### src/rtl/alu_pkg.sv
// Shared definitions for the ALU sequencer: op-codes, sequencer states, flag
// bundle and the decode helpers used by both datapath and control.
package alu_pkg;

    localparam int DATA_W = 8;

    localparam logic [4:0] OP_ADD = 5'b00000;
    localparam logic [4:0] OP_SUB = 5'b00001;
    localparam logic [4:0] OP_INC = 5'b01000;
    localparam logic [4:0] OP_DEC = 5'b01001;
    localparam logic [4:0] OP_NOT = 5'b00110;
    localparam logic [4:0] OP_CLR = 5'b01110;
    localparam logic [4:0] OP_SET = 5'b01111;

    typedef enum logic [1:0] {
        IDLE = 2'd0,
        EXEC = 2'd1,
        WB   = 2'd2
    } seq_state_t;

    typedef struct packed {
        logic c;
        logic z;
        logic s;
    } flags_t;

    // Anything outside this list retires with err and leaves all state alone.
    function automatic logic op_supported(input logic [4:0] op);
        case (op)
            OP_ADD, OP_SUB, OP_INC, OP_DEC,
            OP_NOT, OP_CLR, OP_SET: return 1'b1;
            default:                return 1'b0;
        endcase
    endfunction

    // Only the arithmetic pair takes its carry from the ALU; the rest keep C.
    function automatic logic op_loads_carry(input logic [4:0] op);
        return (op == OP_ADD) || (op == OP_SUB);
    endfunction

endpackage

### src/rtl/alu_regfile.sv
// Working register array: one synchronous write port and three combinational
// read ports (A operand, B operand, debug).
module alu_regfile
    import alu_pkg::*;
#(
    parameter  int NREGS = 4,
    localparam int AW    = $clog2(NREGS)
) (
    input  logic              clk,
    input  logic              reset_n,
    input  logic              we,
    input  logic [AW-1:0]     waddr,
    input  logic [DATA_W-1:0] wdata,
    input  logic [AW-1:0]     raddr_a,
    output logic [DATA_W-1:0] rdata_a,
    input  logic [AW-1:0]     raddr_b,
    output logic [DATA_W-1:0] rdata_b,
    input  logic [AW-1:0]     raddr_d,
    output logic [DATA_W-1:0] rdata_d
);

    logic [DATA_W-1:0] regs [NREGS];

    // NOTE: the array is small and must read as 00 after reset, so it is built
    // from resettable flops rather than a RAM macro.
    always_ff @(posedge clk or negedge reset_n) begin
        if (!reset_n) begin
            for (int i = 0; i < NREGS; i++) begin
                // NOTE: sequential state is always assigned with <= so every
                // flop samples pre-edge values regardless of statement order.
                regs[i] <= '0;
            end
        end else if (we) begin
            regs[waddr] <= wdata;
        end
    end

    assign rdata_a = regs[raddr_a];
    assign rdata_b = regs[raddr_b];
    assign rdata_d = regs[raddr_d];

endmodule

### src/rtl/alu_sequencer.sv
// Three-state command sequencer around an external combinational ALU:
// accept in IDLE, present operands in EXEC, write back result/flags in WB.
module alu_sequencer
    import alu_pkg::*;
#(
    parameter  int NREGS = 4,
    localparam int AW    = $clog2(NREGS)
) (
    input  logic              clk,
    input  logic              reset_n,
    input  logic              cmd_valid,
    output logic              cmd_ready,
    input  logic [4:0]        cmd_op,
    input  logic [AW-1:0]     cmd_dst,
    input  logic [AW-1:0]     cmd_src,
    output logic [DATA_W-1:0] alu_a,
    output logic [DATA_W-1:0] alu_b,
    output logic [3:0]        alu_op,
    input  logic [DATA_W-1:0] alu_result,
    input  logic              alu_c,
    input  logic              alu_z,
    input  logic              alu_s,
    output logic              flag_c,
    output logic              flag_z,
    output logic              flag_s,
    output logic              done,
    output logic              err,
    input  logic [AW-1:0]     rd_sel,
    output logic [DATA_W-1:0] rd_data
);

    seq_state_t        state;
    logic [4:0]        op_q;
    logic [AW-1:0]     dst_q;
    logic [AW-1:0]     src_q;
    logic [DATA_W-1:0] res_q;
    flags_t            alu_flags_q;
    flags_t            flags_q;
    logic [DATA_W-1:0] rf_a;
    logic [DATA_W-1:0] rf_b;
    logic              in_exec;
    logic              in_wb;
    logic              wr_en;

    assign in_exec = (state == EXEC);
    assign in_wb   = (state == WB);
    assign wr_en   = in_wb && op_supported(op_q);

    alu_regfile #(.NREGS(NREGS)) u_regfile (
        .clk     (clk),
        .reset_n (reset_n),
        .we      (wr_en),
        .waddr   (dst_q),
        .wdata   (res_q),
        .raddr_a (dst_q),
        .rdata_a (rf_a),
        .raddr_b (src_q),
        .rdata_b (rf_b),
        .raddr_d (rd_sel),
        .rdata_d (rd_data)
    );

    always_comb begin
        // NOTE: defaults first so every path assigns every output; no latch.
        alu_a  = '0;
        alu_b  = '0;
        alu_op = '0;
        if (in_exec) begin
            alu_a  = rf_a;
            alu_b  = rf_b;
            alu_op = op_q[3:0];
        end
    end

    assign cmd_ready = (state == IDLE);
    assign done      = in_wb;
    assign err       = in_wb && !op_supported(op_q);
    assign flag_c    = flags_q.c;
    assign flag_z    = flags_q.z;
    assign flag_s    = flags_q.s;

    always_ff @(posedge clk or negedge reset_n) begin
        if (!reset_n) begin
            state       <= IDLE;
            op_q        <= '0;
            dst_q       <= '0;
            src_q       <= '0;
            res_q       <= '0;
            alu_flags_q <= '0;
            flags_q     <= '0;
        end else begin
            case (state)
                IDLE: begin
                    if (cmd_valid) begin
                        op_q  <= cmd_op;
                        dst_q <= cmd_dst;
                        src_q <= cmd_src;
                        state <= EXEC;
                    end
                end
                EXEC: begin
                    res_q       <= alu_result;
                    alu_flags_q <= '{c: alu_c, z: alu_z, s: alu_s};
                    state       <= WB;
                end
                WB: begin
                    // Register write happens in the regfile on this same edge.
                    if (op_loads_carry(op_q)) begin
                        flags_q <= alu_flags_q;
                    end else if (op_supported(op_q)) begin
                        flags_q.z <= (res_q == '0);
                        flags_q.s <= res_q[DATA_W-1];
                    end
                    state <= IDLE;
                end
                default: state <= IDLE;
            endcase
        end
    end

endmodule

### config.mk
export PLATFORM = sky130hd
export DESIGN_NAME = alu_sequencer
export DESIGN_NICKNAME = d
export VERILOG_FILES = /design/src/rtl/alu_pkg.sv /design/src/rtl/alu_regfile.sv /design/src/rtl/alu_sequencer.sv
export SDC_FILE = /design/constraint.sdc
export NUM_CORES = 1
export LEC_CHECK = 0
export CAP_MARGIN = 20
export CORE_MARGIN = 2
export CORE_UTILIZATION = 45
export CTS_BUF_LIST = sky130_fd_sc_hd__clkbuf_16
export CTS_CLUSTER_SIZE = 10
export DETAILED_ROUTE_END_ITERATION = 6
export PLACE_DENSITY = 0.71
export SLEW_MARGIN = 25
export SYNTH_ARGS = -nofsm -noshare
export SYNTH_HDL_FRONTEND = slang
export SYNTH_HIERARCHICAL = 1
export SYNTH_SLANG_ARGS = --single-unit
### constraint.sdc
create_clock -name clk -period 5.2 [get_ports clk]
set_clock_uncertainty 0.1 [all_clocks]
set_input_delay 1.3 -clock clk [delete_from_list [all_inputs] [get_ports clk]]
set_output_delay 1.3 -clock clk [all_outputs]
set_load 0.05 [all_outputs]
==> run metrics <==
status finished, final reports clean; Syn Nets 215; final worst-path cycle share 89.5%; MaxCap Viol Count 0; worst setup path class input port to output port; Max Buffers Root-to-Sink 2; clk slew on worst S/H paths 0.05 ns; post-synthesis xor/xnor area fraction 0%; routability cong. 0.748; total power 2.06 mW; CP required 3.80 ns; Top FF cell, synth dfrtp_1; setup violators final 0; Post-CTS Setup Inserts 0; worst rel slew slack 47.3%; CP most frequent cell clkdlybuf4s50_1; slowest stage delay, CP 0.72 ns; Final Slew Violations 0; Port Buffers slightly below 60; critical-path cell list clkdlybuf4s50_1, buf_4, mux4_2, clkdlybuf4s50_1; Synthesis Warnings 6; largest net degree at the start of global routing 58; total number of vias 1,850; Post-Synth Adder-Cell Area 0%; Row Count 29; # hold bufs at CTS 0; number of synthesized flops with an enable pin 0; min-delay src alu_flags_q[2]; DR iter-0 viols 67; IR Drop Worst-Case VDD approximately 0.00027 V; Crit path arrival time 3.25 ns; Fmax achieved about 210 MHz; die height 84.6 µm; non-filler cells, final 334; DP HPWL 4130 µm; post-synthesis async set-or-reset flop share 100%; IO Pins 59; Syn Area/Cell 15.4 µm²; Sink Count 57; Pwr Density 528 nW/µm²; post-layout min period 4.65 ns; Critical Path Start rd_sel[0]; post-cts sizing count 0; Pre-antenna DRT Iters 4; Cell variety after synth 24; Yosys reg bits 57; Root Buffer clkbuf_16; RSZ-0062 raised after global routing false; Global Route Usage Sum about a fifth; largest family of logic cells by synthesized area multiplexers; synthesized area 2920 µm²; worst r2r dst u_regfile/regs[28]; DP Area 3580 µm²; grt ovf 0; share of cells above drive strength 1 39.3%; post-layout instance area 3910 µm²; CTS tree built; post-synthesis mux area share 39.7%; Synth Area in Compound Gates 1.20%; core footprint 6310 µm²; sequential area share after synthesis about half; crit-path max FO 8; worst reg2reg startpoint op_q[2]; final wirelength 6320 µm; pre-CTS setup slack 0.551 ns; antenna violations before repair 0; total CTS buffers 9; filler cell count 515; antenna diode instance count 0; CTS H-tree depth 3; worst-skew pair later-pin latency between 0.3 and 0.4 ns; DR vias/cell 5.54; Placed Instances 318; simple-gate share of the synthesized area 8.56%; drt wl/cell around 19 µm; element type at the critical path start input port; area delta synth->final 33.8%; Final Hold Viols 0; Worst-Margin Slew 0.791 ns; R2R cell count 4; total negative setup slack 0 ns; first-pass GRT wire length 10,300 µm; nets@finish approximately 280; die footprint between 7000 and 8000 µm²; Critical Path Sink rd_data[3]; WHS between 0.3 and 0.4 ns; Mapped Cells 190; most frequent cells in the layout 57 x dfrtp_1, 57 x clkdlybuf4s50_1, 50 x mux2_2, 24 x mux4_2, 20 x and2_1; number of global-route vias before repair 1,902; Final Util 61.9%; residual DRC count 0; Worst setup EP type output port; final worst slack 0.548 ns; Worst path slowest cell clkdlybuf4s50_1; Routed Antenna Nets 0; R2R Setup Slk 2.77 ns; LEAKAGE 1.65 nW; Hold Path Class flop to flop; starting density of the core 46.3%; Die W approximately 85 µm
## synthesized netlist by cell type, drive strengths merged (2+ instances only)
cell | instances | area share, %
and2 | 21 | 4.5
o21ai | 2 | 0.34
nor4 | 3 | 0.86
nor2 | 2 | 0.26
mux4 | 24 | 18
buf | 8 | 1.2
nand2 | 4 | 0.51
dfrtp | 57 | 49
clkbuf | 2 | 0.26
inv | 2 | 0.26
mux2 | 55 | 21
nand3b | 2 | 0.77
## routing by layer
metal / GRT usage, % / share of wire (%)
met1: 26.7 / 46
met2: 29.5 / 50
met3: 2.95 / 2.8
met4: 7.36 / 1.2
met5: 0 / 0
## where the power goes
part	internal, mW	switching (mW)	leakage [nW]
Sequential	0.579	0.179	0.725
Combinational	0.349	0.300	0.761
Clock	0.463	0.194	0.167
Total	1.39	0.673	1.65
## worst max-delay path, delay by kind of cell
kind	cells	cell delay [ns]
multiplexers	1	0.54
buffers and inverters	3	1.40
## worst min path at each step
stage / endpoint / cells past startpoint
3_3_place_gp: flag_c / 1
3_5_place_dp: flag_c / 1
4_1_cts: flag_c / 1
6_report: flag_c / 1
5_1_grt: flag_c / 1
2_1_floorplan: flag_c / 1
## area by class of cell
class | count | area (µm²) | area share, %
multi-input combinational | 121 | 1450 | 37.0
sequential | 57 | 1430 | 36.5
timing repair buffer | 61 | 598 | 15.3
clock buffer | 9 | 225 | 5.76
clock inverter | 7 | 109 | 2.78
tap | 77 | 96.3 | 2.46
inverter | 2 | 7.51 | 0.192
## sequential cells by signal, summed over array words and instances (netlist names)
register        cells
dst_q               2
u_regfile/regs     32
flag_z              1
alu_flags_q         3
flag_c              1
flag_s              1
op_q                5
res_q               8
src_q               2
state               2
## kinds of logic (layout without fill, tap and decap cells)
group           count (synthesis)  after routing
compound gates                  5              5
buf+inv                        12             79
flops                          57             57
mux                            79             79
simple gates                   37             37
Note: power is estimated with default switching activity, not from simulation.
